File: src/rtl/cpu_pkg.sv
// Shared CPU pipeline types: default widths and the EX/MEM control bundles.
package cpu_pkg;

    localparam int unsigned XLEN_DEF  = 32;
    localparam int unsigned RW_DEF    = 5;
    localparam int unsigned CNT_W_DEF = 16;

    // Write-back stage control.
    typedef struct packed {
        logic jal;
        logic memtoreg;
        logic regwrite;
        logic regdst;
        logic lui;
    } wb_ctrl_t;

    // Memory stage control.
    typedef struct packed {
        logic memwrite;
        logic lb;
    } mem_ctrl_t;

    // Everything cleared by a flush: entry valid plus both control bundles.
    typedef struct packed {
        logic      valid;
        wb_ctrl_t  wb;
        mem_ctrl_t mem;
    } ex_mem_ctrl_t;

    localparam int unsigned CTRL_W = $bits(ex_mem_ctrl_t);

endpackage

File: src/rtl/ex_mem_reg_if.sv
// EX/MEM stage bus: EX-side inputs, MEM-side registered outputs and hazard exports.
interface ex_mem_reg_if #(
    parameter int unsigned XLEN  = 32,
    parameter int unsigned RW    = 5,
    parameter int unsigned CNT_W = 16
);
    logic             stall_i;
    logic             flush_i;
    logic             valid_i;
    logic [RW-1:0]    rw_i;
    logic             jal_i;
    logic             memwrite_i;
    logic             memtoreg_i;
    logic             regwrite_i;
    logic             regdst_i;
    logic             lb_i;
    logic             lui_i;
    logic [XLEN-1:0]  b_i;
    logic [XLEN-1:0]  imm_i;
    logic [XLEN-1:0]  pc_i;
    logic [XLEN-1:0]  alu_i;

    logic             valid_o;
    logic [RW-1:0]    rw_o;
    logic             jal_o;
    logic             memwrite_o;
    logic             memtoreg_o;
    logic             regwrite_o;
    logic             regdst_o;
    logic             lb_o;
    logic             lui_o;
    logic [XLEN-1:0]  b_o;
    logic [XLEN-1:0]  imm_o;
    logic [XLEN-1:0]  pc_o;
    logic [XLEN-1:0]  alu_o;
    logic             fwd_en_o;
    logic [RW-1:0]    fwd_rw_o;
    logic [XLEN-1:0]  fwd_data_o;
    logic             load_hazard_o;
    logic [CNT_W-1:0] stall_cnt_o;

    // EX stage / testbench side.
    modport master (
        output stall_i, flush_i, valid_i, rw_i, jal_i, memwrite_i, memtoreg_i,
               regwrite_i, regdst_i, lb_i, lui_i, b_i, imm_i, pc_i, alu_i,
        input  valid_o, rw_o, jal_o, memwrite_o, memtoreg_o, regwrite_o, regdst_o,
               lb_o, lui_o, b_o, imm_o, pc_o, alu_o, fwd_en_o, fwd_rw_o,
               fwd_data_o, load_hazard_o, stall_cnt_o
    );

    // Pipeline register side.
    modport slave (
        input  stall_i, flush_i, valid_i, rw_i, jal_i, memwrite_i, memtoreg_i,
               regwrite_i, regdst_i, lb_i, lui_i, b_i, imm_i, pc_i, alu_i,
        output valid_o, rw_o, jal_o, memwrite_o, memtoreg_o, regwrite_o, regdst_o,
               lb_o, lui_o, b_o, imm_o, pc_o, alu_o, fwd_en_o, fwd_rw_o,
               fwd_data_o, load_hazard_o, stall_cnt_o
    );

endinterface

File: src/rtl/pipe_field_reg.sv
// Generic pipeline field register: clear beats hold beats load.
module pipe_field_reg #(
    parameter int unsigned W = 1
) (
    input  logic         clk,
    input  logic         rst_n,
    input  logic         hold,
    input  logic         clear,
    input  logic [W-1:0] d,
    output logic [W-1:0] q
);

    // Async-reset field register with bubble clear and hold.
    always_ff @(posedge clk or negedge rst_n) begin
        if (!rst_n) begin
            q <= '0;
        end else if (clear) begin
            q <= '0;
        end else if (!hold) begin
            q <= d;
        end
    end

endmodule

File: src/rtl/ex_mem_reg.sv
// EX/MEM pipeline register with stall/flush, valid gating, forwarding/load-use
// exports and a saturating stall counter; BYPASS=1 gives the legacy passthrough.
module ex_mem_reg
    import cpu_pkg::*;
#(
    parameter int unsigned XLEN   = XLEN_DEF,
    parameter int unsigned RW     = RW_DEF,
    parameter int unsigned CNT_W  = CNT_W_DEF,
    parameter bit          BYPASS = 1'b0
) (
    input  logic          clk,
    input  logic          rst,
    ex_mem_reg_if.slave   bus
);

    localparam int unsigned DW = RW + 4 * XLEN;

    ex_mem_ctrl_t     ctrl_raw;
    ex_mem_ctrl_t     ctrl_s;
    logic [DW-1:0]    data_in;
    logic [DW-1:0]    data_s;
    logic [RW-1:0]    rw_s;
    logic [XLEN-1:0]  b_s;
    logic [XLEN-1:0]  imm_s;
    logic [XLEN-1:0]  pc_s;
    logic [XLEN-1:0]  alu_s;
    logic [CNT_W-1:0] cnt_s;
    logic [XLEN-1:0]  fwd_data;
    logic             rw_nz;

    // Collect the EX-side control and data into bundles.
    always_comb begin
        ctrl_raw              = '0;
        ctrl_raw.valid        = bus.valid_i;
        ctrl_raw.wb.jal       = bus.jal_i;
        ctrl_raw.wb.memtoreg  = bus.memtoreg_i;
        ctrl_raw.wb.regwrite  = bus.regwrite_i;
        ctrl_raw.wb.regdst    = bus.regdst_i;
        ctrl_raw.wb.lui       = bus.lui_i;
        ctrl_raw.mem.memwrite = bus.memwrite_i;
        ctrl_raw.mem.lb       = bus.lb_i;
    end

    assign data_in = {bus.rw_i, bus.b_i, bus.imm_i, bus.pc_i, bus.alu_i};

    generate
        if (BYPASS) begin : g_bypass
            // Legacy transparent stage: outputs follow inputs, no counting.
            assign ctrl_s = ctrl_raw;
            assign data_s = data_in;
            assign cnt_s  = '0;
        end else begin : g_reg
            ex_mem_ctrl_t     ctrl_d;
            logic [CNT_W-1:0] cnt_q;

            // Invalid entries must never write memory or the register file.
            always_comb begin
                ctrl_d              = ctrl_raw;
                ctrl_d.mem.memwrite = bus.memwrite_i & bus.valid_i;
                ctrl_d.wb.regwrite  = bus.regwrite_i & bus.valid_i;
            end

            pipe_field_reg #(.W(CTRL_W)) u_ctrl (
                .clk   (clk),
                .rst_n (rst),
                .hold  (bus.stall_i),
                .clear (bus.flush_i),
                .d     (ctrl_d),
                .q     (ctrl_s)
            );

            // Data and destination index survive a flush unchanged.
            pipe_field_reg #(.W(DW)) u_data (
                .clk   (clk),
                .rst_n (rst),
                .hold  (bus.stall_i | bus.flush_i),
                .clear (1'b0),
                .d     (data_in),
                .q     (data_s)
            );

            // Saturating count of stalled (non-flushed) edges.
            always_ff @(posedge clk or negedge rst) begin
                if (!rst) begin
                    cnt_q <= '0;
                end else if (bus.stall_i && !bus.flush_i && (cnt_q != {CNT_W{1'b1}})) begin
                    cnt_q <= cnt_q + CNT_W'(1);
                end
            end

            assign cnt_s = cnt_q;
        end
    endgenerate

    assign {rw_s, b_s, imm_s, pc_s, alu_s} = data_s;

    // Value the MEM stage would write back: link address, LUI result or ALU.
    always_comb begin
        fwd_data = alu_s;
        if (ctrl_s.wb.jal) begin
            fwd_data = pc_s + XLEN'(1);
        end else if (ctrl_s.wb.lui) begin
            fwd_data = XLEN'({imm_s[15:0], 16'h0000});
        end
    end

    assign rw_nz = |rw_s;

    assign bus.valid_o       = ctrl_s.valid;
    assign bus.rw_o          = rw_s;
    assign bus.jal_o         = ctrl_s.wb.jal;
    assign bus.memwrite_o    = ctrl_s.mem.memwrite;
    assign bus.memtoreg_o    = ctrl_s.wb.memtoreg;
    assign bus.regwrite_o    = ctrl_s.wb.regwrite;
    assign bus.regdst_o      = ctrl_s.wb.regdst;
    assign bus.lb_o          = ctrl_s.mem.lb;
    assign bus.lui_o         = ctrl_s.wb.lui;
    assign bus.b_o           = b_s;
    assign bus.imm_o         = imm_s;
    assign bus.pc_o          = pc_s;
    assign bus.alu_o         = alu_s;
    assign bus.fwd_en_o      = ctrl_s.valid & ctrl_s.wb.regwrite & ~ctrl_s.wb.memtoreg & rw_nz;
    assign bus.fwd_rw_o      = rw_s;
    assign bus.fwd_data_o    = fwd_data;
    assign bus.load_hazard_o = ctrl_s.valid & ctrl_s.wb.regwrite & ctrl_s.wb.memtoreg & rw_nz;
    assign bus.stall_cnt_o   = cnt_s;

endmodule

File: src/flat_wrapper.sv
// flat-port wrapper written by rule: the top's interface ports become plain ports
module ex_mem_reg_flat import cpu_pkg::*;
#(
    parameter int unsigned XLEN   = XLEN_DEF,
    parameter int unsigned RW     = RW_DEF,
    parameter int unsigned CNT_W  = CNT_W_DEF,
    parameter bit          BYPASS = 1'b0
)
  (clk, rst, bus_stall_i, bus_flush_i, bus_valid_i, bus_rw_i, bus_jal_i, bus_memwrite_i, bus_memtoreg_i, bus_regwrite_i, bus_regdst_i, bus_lb_i, bus_lui_i, bus_b_i, bus_imm_i, bus_pc_i, bus_alu_i, bus_valid_o, bus_rw_o, bus_jal_o, bus_memwrite_o, bus_memtoreg_o, bus_regwrite_o, bus_regdst_o, bus_lb_o, bus_lui_o, bus_b_o, bus_imm_o, bus_pc_o, bus_alu_o, bus_fwd_en_o, bus_fwd_rw_o, bus_fwd_data_o, bus_load_hazard_o, bus_stall_cnt_o);
  ex_mem_reg_if #(.XLEN(XLEN), .RW(RW), .CNT_W(CNT_W)) bus_i ();
  input  logic clk;
  input  logic rst;
  input wire logic [$bits(bus_i.stall_i)-1:0] bus_stall_i;
  input wire logic [$bits(bus_i.flush_i)-1:0] bus_flush_i;
  input wire logic [$bits(bus_i.valid_i)-1:0] bus_valid_i;
  input wire logic [$bits(bus_i.rw_i)-1:0] bus_rw_i;
  input wire logic [$bits(bus_i.jal_i)-1:0] bus_jal_i;
  input wire logic [$bits(bus_i.memwrite_i)-1:0] bus_memwrite_i;
  input wire logic [$bits(bus_i.memtoreg_i)-1:0] bus_memtoreg_i;
  input wire logic [$bits(bus_i.regwrite_i)-1:0] bus_regwrite_i;
  input wire logic [$bits(bus_i.regdst_i)-1:0] bus_regdst_i;
  input wire logic [$bits(bus_i.lb_i)-1:0] bus_lb_i;
  input wire logic [$bits(bus_i.lui_i)-1:0] bus_lui_i;
  input wire logic [$bits(bus_i.b_i)-1:0] bus_b_i;
  input wire logic [$bits(bus_i.imm_i)-1:0] bus_imm_i;
  input wire logic [$bits(bus_i.pc_i)-1:0] bus_pc_i;
  input wire logic [$bits(bus_i.alu_i)-1:0] bus_alu_i;
  output wire logic [$bits(bus_i.valid_o)-1:0] bus_valid_o;
  output wire logic [$bits(bus_i.rw_o)-1:0] bus_rw_o;
  output wire logic [$bits(bus_i.jal_o)-1:0] bus_jal_o;
  output wire logic [$bits(bus_i.memwrite_o)-1:0] bus_memwrite_o;
  output wire logic [$bits(bus_i.memtoreg_o)-1:0] bus_memtoreg_o;
  output wire logic [$bits(bus_i.regwrite_o)-1:0] bus_regwrite_o;
  output wire logic [$bits(bus_i.regdst_o)-1:0] bus_regdst_o;
  output wire logic [$bits(bus_i.lb_o)-1:0] bus_lb_o;
  output wire logic [$bits(bus_i.lui_o)-1:0] bus_lui_o;
  output wire logic [$bits(bus_i.b_o)-1:0] bus_b_o;
  output wire logic [$bits(bus_i.imm_o)-1:0] bus_imm_o;
  output wire logic [$bits(bus_i.pc_o)-1:0] bus_pc_o;
  output wire logic [$bits(bus_i.alu_o)-1:0] bus_alu_o;
  output wire logic [$bits(bus_i.fwd_en_o)-1:0] bus_fwd_en_o;
  output wire logic [$bits(bus_i.fwd_rw_o)-1:0] bus_fwd_rw_o;
  output wire logic [$bits(bus_i.fwd_data_o)-1:0] bus_fwd_data_o;
  output wire logic [$bits(bus_i.load_hazard_o)-1:0] bus_load_hazard_o;
  output wire logic [$bits(bus_i.stall_cnt_o)-1:0] bus_stall_cnt_o;
  assign bus_i.stall_i = bus_stall_i;
  assign bus_i.flush_i = bus_flush_i;
  assign bus_i.valid_i = bus_valid_i;
  assign bus_i.rw_i = bus_rw_i;
  assign bus_i.jal_i = bus_jal_i;
  assign bus_i.memwrite_i = bus_memwrite_i;
  assign bus_i.memtoreg_i = bus_memtoreg_i;
  assign bus_i.regwrite_i = bus_regwrite_i;
  assign bus_i.regdst_i = bus_regdst_i;
  assign bus_i.lb_i = bus_lb_i;
  assign bus_i.lui_i = bus_lui_i;
  assign bus_i.b_i = bus_b_i;
  assign bus_i.imm_i = bus_imm_i;
  assign bus_i.pc_i = bus_pc_i;
  assign bus_i.alu_i = bus_alu_i;
  assign bus_valid_o = bus_i.valid_o;
  assign bus_rw_o = bus_i.rw_o;
  assign bus_jal_o = bus_i.jal_o;
  assign bus_memwrite_o = bus_i.memwrite_o;
  assign bus_memtoreg_o = bus_i.memtoreg_o;
  assign bus_regwrite_o = bus_i.regwrite_o;
  assign bus_regdst_o = bus_i.regdst_o;
  assign bus_lb_o = bus_i.lb_o;
  assign bus_lui_o = bus_i.lui_o;
  assign bus_b_o = bus_i.b_o;
  assign bus_imm_o = bus_i.imm_o;
  assign bus_pc_o = bus_i.pc_o;
  assign bus_alu_o = bus_i.alu_o;
  assign bus_fwd_en_o = bus_i.fwd_en_o;
  assign bus_fwd_rw_o = bus_i.fwd_rw_o;
  assign bus_fwd_data_o = bus_i.fwd_data_o;
  assign bus_load_hazard_o = bus_i.load_hazard_o;
  assign bus_stall_cnt_o = bus_i.stall_cnt_o;
  ex_mem_reg #(.XLEN(XLEN), .RW(RW), .CNT_W(CNT_W), .BYPASS(BYPASS)) u_core (.clk(clk), .rst(rst), .bus(bus_i));
endmodule
File: config.mk
export PLATFORM = sky130hd
export DESIGN_NAME = ex_mem_reg_flat
export DESIGN_NICKNAME = d
export VERILOG_FILES = /design/src/rtl/cpu_pkg.sv /design/src/rtl/ex_mem_reg_if.sv /design/src/rtl/pipe_field_reg.sv /design/src/rtl/ex_mem_reg.sv /design/src/flat_wrapper.sv
export SDC_FILE = /design/constraint.sdc
export NUM_CORES = 1
export LEC_CHECK = 0
export ABC_CLOCK_PERIOD_IN_PS = 1700
export CAP_MARGIN = 25
export CORE_MARGIN = 1.5
export CORE_UTILIZATION = 38
export CTS_CLUSTER_SIZE = 40
export DETAILED_ROUTE_END_ITERATION = 6
export PLACE_DENSITY_LB_ADDON = 0.05
export SYNTH_ARGS = -nofsm -noshare
export SYNTH_HDL_FRONTEND = slang
export SYNTH_HIERARCHICAL = 1
export SYNTH_SLANG_ARGS = --single-unit
File: constraint.sdc
create_clock -name clk -period 1.7 [get_ports clk]
set_input_delay 0.34 -clock clk [delete_from_list [all_inputs] [get_ports clk]]
set_output_delay 0.34 -clock clk [all_outputs]
set_load 0.05 [all_outputs]
==> flow_metrics.py, run 1 <==
metrics = {
    "outcome": {
        "outcome": "finished, violations left",
        "violations": "setup timing",
    },
    "critical_path": {
        "r2r-end": "u_core/bus.stall_cnt_o[14]",
        "r2r_slack_ps": -10,
        "slowest_stage": "dfrtp_2",
        "reg2reg_from": "u_core/bus.stall_cnt_o[0]",
        "worstPathRequired_ps": 1360,
        "path_common_cell": "nand4_1",
        "critical_path_class": "flop to primary output",
        "path_buf_inv": 3,
        "start_kind": "flop",
        "worstPathCellList": "ha_4, nand4_1, buf_4, nor3_4, buf_6, nand4_1, xor2_1, a21oi_4, buf_12",
        "worstRegToRegCells": 6,
        "critPathCaptureType": "primary output",
        "worstPathArrival_ps": 2210,
        "cp_max_fo": 4,
        "crit_start": "u_core/g_reg.u_data/q[33]",
        "critPathCapture": "bus_fwd_data_o[26]",
        "cp_top_family": "buffers and inverters",
        "max_stage_delay_ps": 380,
        "path_depth": 9,
    },
    "pwr": {
        "ir_worst_vdd_v": 0.000822,
        "p_per_area_nw_per_um2": 827,
        "p_leak_nw": 6.76,
        "p_total_mw": 11.2,
    },
    "final_layout": {
        "areaGrowthSynthToFinish_pct": 76.0,
        "diodes": 0,
        "num-fill-cells": 1580,
        "final_util_pct": 69.0,
        "nets": 1290,
        "layout-drive-gt1-share_pct": 41.5,
    },
    "die": {
        "std_cell_rows": 51,
        "die_x_um": 145,
        "initial_core_util_pct": 39.2,
        "dieArea_um2": 21100,
        "ios": 341,
        "core_area_um2": 19700,
        "die_h_um": 145,
    },
    "logic_synthesis": {
        "yosysSeqAreaShare_pct": 51.0,
        "syn_inst": 715,
        "synthFlopType": "dfrtp_1",
        "synth_simple_gate_area_share_pct": 16.1,
        "synth_compound_area_share_pct": 3.85,
        "async_reset_ff_share_pct": 100,
        "synth_fa_ha_area_share_pct": 0.325,
        "yosys.area.top_type": "dfrtp_1",
        "synth_top_family_by_area": "multiplexers",
        "post-synth-top-area-fraction_pct": 51.0,
        "ys_types": 40,
        "synth_edf_count": 0,
        "yosys-mux-area-fraction_pct": 19.0,
        "synth_area_leaders": "dfrtp_1, mux2i_1, nor2_1",
        "synth.cell_area_um2": 7700,
        "syn_nets": 862,
        "synth-seq-cells": 157,
        "yosys_warnings": 6,
        "synthXorXnorAreaFrac_pct": 4.66,
        "avgSynthCellArea_um2": 10.8,
    },
    "global_routing": {
        "grt_pass1_wl_mm": 40.2,
        "grt_max_degree": 134,
        "grt_remaining_overflow": 0,
        "grt_usage_pct": 24.1,
        "antenna_found_initial": 0,
        "grt_pass1_vias": 7242,
    },
    "place": {
        "pre_cts_slack_ps": -460,
        "io_buffers": 340,
        "hpwl_mm": 18.4,
        "routabilityCongestion": 0.784,
    },
    "timing": {
        "final-hold-violation-count": 0,
        "setup_ws_ps": -847,
        "fin_skew_ps": 8.29,
        "maxSlewViolCount": 0,
        "post-route-period-util_pct": 150,
        "rsz0062_at_grt": "true",
        "min_period_ps": 2550,
        "fmax_mhz": 393,
        "setup_violations": 35,
    },
    "cts": {
        "tritoncts": "built",
        "clkSinkCount": 157,
        "h-tree-depth": 4,
        "cts_made_buffers": 17,
        "clockRootBuffer": "clkbuf_16",
        "clkLatencyLatePin_ps": 420,
        "cts_max_path_buffers": 2,
        "path_clk_slew_ps": 70,
    },
    "routing": {
        "drt_pass1_iterations": 6,
        "ant_nets": 0,
        "post_drt_wl_per_cell_um": 17.8,
        "drc": 0,
        "drt_first_iter_violations": 235,
        "totalWireLength_mm": 25.3,
        "viasPerCell": 4.86,
        "vias": 6905,
    },
    "min_path": {
        "hp-class": "input port to async pin",
    },
    "flow_run": {
        "cap_viol_max_count": 0,
    },
}
[Yosys cell counts, types with 9 or more instances]
library cell	number
nand2_1	31
nand4_1	14
o21ai_0	12
nand3_1	21
buf_2	9
xor2_1	34
dfrtp_1	157
buf_4	12
clkbuf_1	16
nor2_1	155
a21oi_1	16
mux2i_1	142
nor2b_1	17
a211oi_1	16
[routing by layer]
metal / GRT usage (%) / part of all wire (%)
met1: 30.6 / 43
met3: 5.89 / 5.5
met4: 7.91 / 2.4
met5: 0 / 0
met2: 40.3 / 49
[how the worst min path moves through the flow]
stage,start,to,depth (start not counted)
2_1_floorplan,rst,u_core/bus.stall_cnt_o[0],0
3_3_place_gp,rst,u_core/g_reg.u_data/q[65],1
3_5_place_dp,rst,u_core/g_reg.u_data/q[65],1
4_1_cts,rst,u_core/g_reg.u_data/q[67],2
5_1_grt,rst,u_core/g_reg.u_data/q[67],2
6_report,rst,u_core/g_reg.u_data/q[25],2
[through the flow]
stage	area, µm²	hold slack [ps]	TNS (ps)	std cells
finish	13600	369	-21410	1421
detailed placement	12500	250	-31690	1370
CTS	13400	370	-22030	1414
floorplan	8240	44.4	-14580	715
global route	13600	379	-25120	1421
global placement	12500	250	-28690	1370
[logic make-up (layout without fill, tap and decap cells)]
kind of cell | count (synthesis) | after routing
AOI/OAI and AO/OA | 50 | 50
muxes | 146 | 146
other | 1 | 1
adders and majority gates | 2 | 2
xor gates and xnor gates | 41 | 41
buffers and inverters | 52 | 493
DFF | 157 | 157
and+or+nand+nor | 266 | 266
[registers in the layout (all words and copies together) (netlist names)]
register                flops
u_core/g_reg.u_ctrl/q       8
u_core/bus.stall_cnt_o     16
u_core/g_reg.u_data/q     133
[layout by cell type (no fill, tap or decap), types with 4 or more instances in the layout]
cell type | synthesis | layout
clkdlybuf4s50_1 | 0 | 143
clkbuf_16 | 0 | 17
buf_4 | 12 | 244
nand3_4 | 0 | 5
xor2_1 | 34 | 19
mux2_4 | 0 | 4
nand3_1 | 21 | 11
inv_6 | 0 | 6
inv_1 | 5 | 4
xor2_2 | 0 | 14
nand2_1 | 31 | 26
clkinvlp_4 | 0 | 6
nor2_1 | 155 | 145
and3_1 | 7 | 6
nand4_1 | 14 | 14
buf_12 | 7 | 52
buf_6 | 1 | 14
xnor2_1 | 7 | 4
a21oi_4 | 0 | 16
nor2b_1 | 17 | 17
nor2_2 | 0 | 4
dfrtp_2 | 0 | 38
nor2_4 | 0 | 6
mux2i_1 | 142 | 142
nand3_2 | 0 | 5
o21ai_4 | 0 | 15
dfrtp_1 | 157 | 119
a211oi_1 | 16 | 16
[power by group]
group	internal [mW]	switching, mW
sequential	3.98	0.213
clock	1.89	1.66
combinational	1.49	1.98
[area by class of cell]
type	count	area (µm²)	share of cell area [%]
clock buffer	18	429	3.16
clock inverter	14	111	0.821
inverter	5	26.3	0.194
multi-input combinational	506	4170	30.8
sequential	157	3980	29.3
tap	265	332	2.44
timing repair buffer	456	4510	33.3
[repair_timing]
action,in CTS,in global routing
pin swaps,20,16
setup endpoints to repair,43,45
buffers inserted,9,8
cloned,2,0
endpoints found under the hold margin,23,0
gates resized for setup,52,24
hold buffers,1,0
(Power assumes the default switching activity.)
==> run 2: changes to the inputs <==
Settings changed: ABC_CLOCK_PERIOD_IN_PS 1700 to 2100, PLACE_DENSITY set to 0.75, PLACE_DENSITY_LB_ADDON 0.05 to unset.
Clock period 1.7 ns to 2.1 ns, I/O delays scaled along.
==> run 2 against run 1 <==
The run still ends with setup timing left. First-iteration DRC count is 34% higher. Clock-buffer cell count grew 1. Hold slack gained 140 ps. Setup slack better by 300 ps. Non-clock buffer count decreased by 31. Flip-flop and latch count is the same. Sequential share of layout area up 0.37 points. Routed wire length increased by 4.5%. Critical path type unchanged. Critical endpoint is now bus_fwd_data_o[16]. Highest routed layer unchanged.
==> flow_metrics.py, run 2 (synthesis gave the netlist of run 1 again) <==
metrics = {
    "routing": {
        "post_drt_wl_per_cell_um": 19.0,
        "viasPerCell": 4.94,
        "totalWireLength_mm": 26.4,
        "vias": 6872,
        "drt_first_iter_violations": 314,
        "ant_nets": 0,
        "drc": 0,
        "drt_pass1_iterations": 4,
    },
    "die": {
        "ios": 341,
        "core_area_um2": 19700,
        "initial_core_util_pct": 39.2,
        "die_x_um": 145,
        "dieArea_um2": 21100,
        "die_h_um": 145,
        "std_cell_rows": 51,
    },
    "cts": {
        "cts_max_path_buffers": 2,
        "clockRootBuffer": "clkbuf_16",
        "clkLatencyLatePin_ps": 420,
        "path_clk_slew_ps": 60,
        "cts_made_buffers": 17,
        "clkSinkCount": 157,
        "tritoncts": "built",
        "h-tree-depth": 4,
    },
    "final_layout": {
        "nets": 1259,
        "largest_register_ffs": 133,
        "final_util_pct": 67.8,
        "layout_commonest_cell": "clkdlybuf4s50_1",
        "diodes": 0,
        "areaGrowthSynthToFinish_pct": 73.1,
        "layout-drive-gt1-share_pct": 23.5,
        "layout_common_cells": "clkdlybuf4s50_1, nor2_1, mux2i_1",
        "regMostFlops": "u_core/g_reg.u_data/q",
    },
    "pwr": {
        "ir_worst_vdd_v": 0.000618,
        "p_total_mw": 8.95,
        "p_per_area_nw_per_um2": 672,
        "seqPwrFrac_pct": 37.9,
        "p_leak_nw": 6.82,
        "p_sw_mw": 3.09,
        "clkPwrFrac_pct": 33.2,
        "pwr-share-comb_pct": 28.9,
        "intPower_mw": 5.86,
        "p_sw_share_pct": 34.5,
    },
    "timing": {
        "fmax_mhz": 377,
        "min_period_ps": 2650,
        "maxSlewHeadroom_pct": 61.6,
        "rsz0062_at_grt": "true",
        "post-route-period-util_pct": 126,
        "worst_pin_slew_ps": 576,
        "final-hold-violation-count": 0,
        "fin_skew_ps": 2.16,
        "setup_ws_ps": -550,
        "setup_violations": 29,
        "maxSlewViolCount": 0,
    },
    "global_routing": {
        "grt_max_degree": 134,
        "grt_pass1_vias": 7046,
        "grt_remaining_overflow": 0,
        "grt_usage_pct": 24.7,
        "grt_pass1_wl_mm": 40.6,
        "antenna_found_initial": 0,
    },
    "critical_path": {
        "worstRegToRegCells": 5,
        "worstPathRequired_ps": 1680,
        "critPathCaptureType": "primary output",
        "start_kind": "flop",
        "r2r_slack_ps": 220,
        "r2r-end": "u_core/bus.stall_cnt_o[15]",
        "reg2reg_from": "u_core/bus.stall_cnt_o[5]",
        "worstPathArrival_ps": 2230,
        "critical_path_class": "flop to primary output",
        "cp_max_fo": 4,
    },
    "min_path": {
        "worstHoldStart": "u_core/bus.stall_cnt_o[0]",
        "whs_path_depth": 1,
        "hp-class": "flop to flop",
        "holdPathEnd": "u_core/bus.stall_cnt_o[0]",
    },
    "outcome": {
        "outcome": "finished, violations left",
        "violations": "setup timing",
    },
    "place": {
        "routabilityCongestion": 0.838,
        "hpwl_mm": 19.2,
        "io_buffers": 340,
    },
    "flow_run": {
        "cap_viol_max_count": 0,
    },
}
==> run 2: critical path, cell delays in order, from the launching register on <==
cell,delay [ps]
dfrtp_2,390
ha_4,130
nand4_1,160
nor4b_2,300
buf_4,180
buf_4,120
nand2_4,50
xor2_2,170
a21oi_4,160
buf_12,150
==> run 2: how the worst max path moves through the flow <==
stage / from / to / cells after the start
finish: u_core/g_reg.u_data/q[32] / bus_fwd_data_o[16] / 9
global route: u_core/g_reg.u_data/q[32] / bus_fwd_data_o[20] / 8
CTS: u_core/g_reg.u_data/q[32] / bus_fwd_data_o[20] / 8
detailed placement: u_core/g_reg.u_data/q[33] / bus_fwd_data_o[28] / 7
global placement: u_core/g_reg.u_data/q[33] / bus_fwd_data_o[30] / 7
floorplan: u_core/g_reg.u_data/q[32] / bus_fwd_data_o[20] / 6
==> run 2: power by group through the flow <==
stage | registers [mW] | clock network [mW] | logic [mW]
after floorplan | 4.06 | 0 | 0.802
after global placement | 3.43 | 0 | 2.56
after detailed placement | 3.44 | 0 | 2.58
after CTS | 3.39 | 3.04 | 2.58
after global routing | 3.42 | 3.15 | 2.70
final | 3.39 | 2.97 | 2.59
==> run 2: metal layers <==
metal  global-route usage, %  part of all wire (%)  up-vias  wire (µm)
met5                       0                     0        -          0
met4                    9.29                   3.1        0        811
met3                    6.02                   5.3       49       1390
met2                    41.6                    50      248      13100
met1                    30.6                    42     3354      11100
li1                        -                     -     3221          -
==> run 2: final cells by class <==
cell class | count | area (µm²)
inverter | 5 | 18.8
tap | 265 | 332
timing repair buffer | 425 | 4500
sequential | 157 | 3960
clock inverter | 13 | 121
clock buffer | 19 | 443
fill | 1522 | 6320
multi-input combinational | 506 | 3960
==> run 2: metrics by stage <==
step	std cells	worst slack (ps)	instance area [µm²]	hold WS (ps)	setup TNS (ps)
4_1_cts	1383	-540	13100	511	-11450
6_report	1390	-550	13300	511	-11230
3_3_place_gp	1344	-116	12400	444	-714
3_5_place_dp	1344	-161	12400	438	-1490
5_1_grt	1390	-624	13300	537	-13970
2_1_floorplan	715	-295	8050	124	-4650
==> run 2: repair_timing <==
action / 4_1_cts / 5_1_grt
pin swaps: 10 / 16
setup endpoints to repair: 73 / 61
gates resized for setup: 70 / 50
endpoints found under the hold margin: 44 / 0
hold buffers: 1 / 0
buffers inserted: 5 / 6
gates cloned: 1 / 1
==> run 3: changes to the inputs <==
Settings changed: ABC_CLOCK_PERIOD_IN_PS 2100 to unset, REMOVE_ABC_BUFFERS set to 1.
==> run 3 against run 2 <==
The run still ends with setup timing left. Largest power group unchanged. Register-to-register slack better by 120 ps. Critical path type unchanged. Fmax down 0.28%. Highest routed layer unchanged. Critical path depth down 1.
==> flow_metrics.py, run 3 (synthesis gave the netlist of run 1 again) <==
metrics = {
    "critical_path": {
        "cp_top_family": "simple AND/OR/NAND/NOR gates",
        "cp_max_fo": 4,
        "path_buf_inv": 2,
        "slowest_stage": "dfrtp_1",
        "path_depth": 8,
        "critical_path_class": "flop to primary output",
        "worstPathCellList": "ha_2, nand4_1, nor4b_2, buf_4, nand4_1, xor2_2, a21oi_2, buf_12",
        "start_kind": "flop",
        "path_common_cell": "nand4_1",
        "critPathCaptureType": "primary output",
        "worstPathRequired_ps": 1680,
        "max_stage_delay_ps": 360,
        "worstRegToRegCells": 5,
        "worstPathArrival_ps": 2240,
    },
    "timing": {
        "post-route-period-util_pct": 127,
        "final-hold-violation-count": 0,
        "fin_skew_ps": 8.08,
        "fmax_mhz": 376,
        "setup_violations": 30,
        "min_period_ps": 2660,
        "maxSlewViolCount": 0,
        "rsz0062_at_grt": "true",
        "setup_ws_ps": -557,
        "worst_pin_slew_ps": 570,
        "maxSlewHeadroom_pct": 61.9,
    },
    "final_layout": {
        "layout-drive-gt1-share_pct": 20.6,
        "diodes": 0,
        "largest_register_ffs": 133,
        "final_cell_area_um2": 13100,
        "nets": 1266,
        "areaGrowthSynthToFinish_pct": 69.4,
        "regArea_um2": 3930,
        "multi_input_area_um2": 3630,
        "num-fill-cells": 1559,
        "layout_common_cells": "clkdlybuf4s50_1, dfrtp_1, nor2_1",
        "layout_commonest_cell": "clkdlybuf4s50_1",
        "regMostFlops": "u_core/g_reg.u_data/q",
    },
    "cts": {
        "cts_made_buffers": 17,
        "path_clk_slew_ps": 70,
        "h-tree-depth": 4,
        "tritoncts": "built",
        "clkLatencyLatePin_ps": 420,
        "clkSinkCount": 157,
        "clockRootBuffer": "clkbuf_16",
        "cts_max_path_buffers": 2,
    },
    "outcome": {
        "violations": "setup timing",
        "outcome": "finished, violations left",
    },
    "global_routing": {
        "grt_usage_pct": 23.4,
        "met3_usage_pct": 4.98,
        "grt_max_degree": 134,
        "met2_usage_pct": 42.3,
        "grt_remaining_overflow": 0,
        "grt_pass1_vias": 7137,
        "met1_usage_pct": 27.0,
        "grt-busiest-layer": "met2",
        "grt_pass1_wl_mm": 39.2,
        "antenna_found_initial": 0,
    },
    "pwr": {
        "p_leak_nw": 6.61,
        "p_total_mw": 9.00,
        "p_per_area_nw_per_um2": 689,
        "ir_worst_vdd_v": 0.000697,
    },
    "routing": {
        "drt_first_iter_violations": 241,
        "post_drt_wl_per_cell_um": 17.7,
        "drc": 0,
        "ant_nets": 0,
        "drt_pass1_iterations": 5,
        "viasPerCell": 4.87,
        "vias": 6806,
        "totalWireLength_mm": 24.7,
    },
    "place": {
        "io_buffers": 340,
        "placed_area_um2": 12100,
        "hpwl_mm": 17.8,
        "routabilityCongestion": 0.782,
        "pre_cts_slack_ps": -163,
    },
    "min_path": {
        "whs_path_depth": 1,
        "hp-class": "flop to flop",
    },
    "die": {
        "die_h_um": 145,
        "initial_core_util_pct": 39.2,
        "core_area_um2": 19700,
        "std_cell_rows": 51,
        "dieArea_um2": 21100,
        "ios": 341,
        "die_x_um": 145,
    },
    "flow_run": {
        "cap_viol_max_count": 0,
    },
}
## run 3: path summary, 6_finish.rpt
| check | endpoint | start | slack (ps) |
|---|---|---|---|
| setup / recovery | bus_fwd_data_o[20] | u_core/g_reg.u_data/q[33] | -560 |
| setup reg to reg | u_core/bus.stall_cnt_o[11] | u_core/bus.stall_cnt_o[6] | 340 |
| max in group asynchronous | u_core/g_reg.u_ctrl/q[6] | rst | 940 |
| hold reg to reg | u_core/bus.stall_cnt_o[10] | u_core/bus.stall_cnt_o[10] | 500 |
| min in group asynchronous | u_core/g_reg.u_data/q[0] | rst | 510 |
| hold / removal | u_core/bus.stall_cnt_o[10] | u_core/bus.stall_cnt_o[10] | 500 |
## run 3: worst reg2reg max path: cells and delay by family, from the launching register on
kind | cells | cell delay [ps]
and+or+nand+nor | 3 | 760
DFF | 1 | 420
muxes | 1 | 300
buffers and inverters | 1 | 170
## run 3: per-stage QoR
| step | hold WS (ps) | util (%) | instances | TNS [ps] |
|---|---|---|---|---|
| detailed placement | 378 | 61.3 | 1344 | -1260 |
| finish | 502 | 66.4 | 1397 | -10660 |
| floorplan | 124 | - | 668 | -183180 |
| global route | 527 | 66.4 | 1397 | -14040 |
| global placement | 374 | 61.3 | 1344 | -742 |
| CTS | 490 | 65.7 | 1390 | -10470 |
## run 3: layer usage
metal	part of all wire, %	up-vias
met1	39	3293
met2	52	225
li1	-	3248
met4	2.7	0
met5	0	-
met3	5.9	40
## run 3: timing repair
| item | CTS | global route |
|---|---|---|
| hold buffers | 1 | 0 |
| pin swaps | 25 | 25 |
| setup buffers | 14 | 9 |
| resized for setup | 100 | 26 |
| endpoints found under the hold margin | 33 | 0 |
| setup endpoints to repair | 65 | 47 |
## run 3: final cells by class
class                           count  area share, %
Timing Repair Buffer              432           34.9
Sequential cell                   157           30.1
Multi-Input combinational cell    506           27.8
Clock buffer                       18           3.29
Tap cell                          265           2.54
Clock inverter                     14           1.20
Inverter                            5          0.173
## run 3: power breakdown
group | switching (mW) | internal [mW] | leakage, nW
Sequential | 0.156 | 3.20 | 2.12
Clock | 1.31 | 1.77 | 0.275
Combinational | 1.50 | 1.06 | 4.22
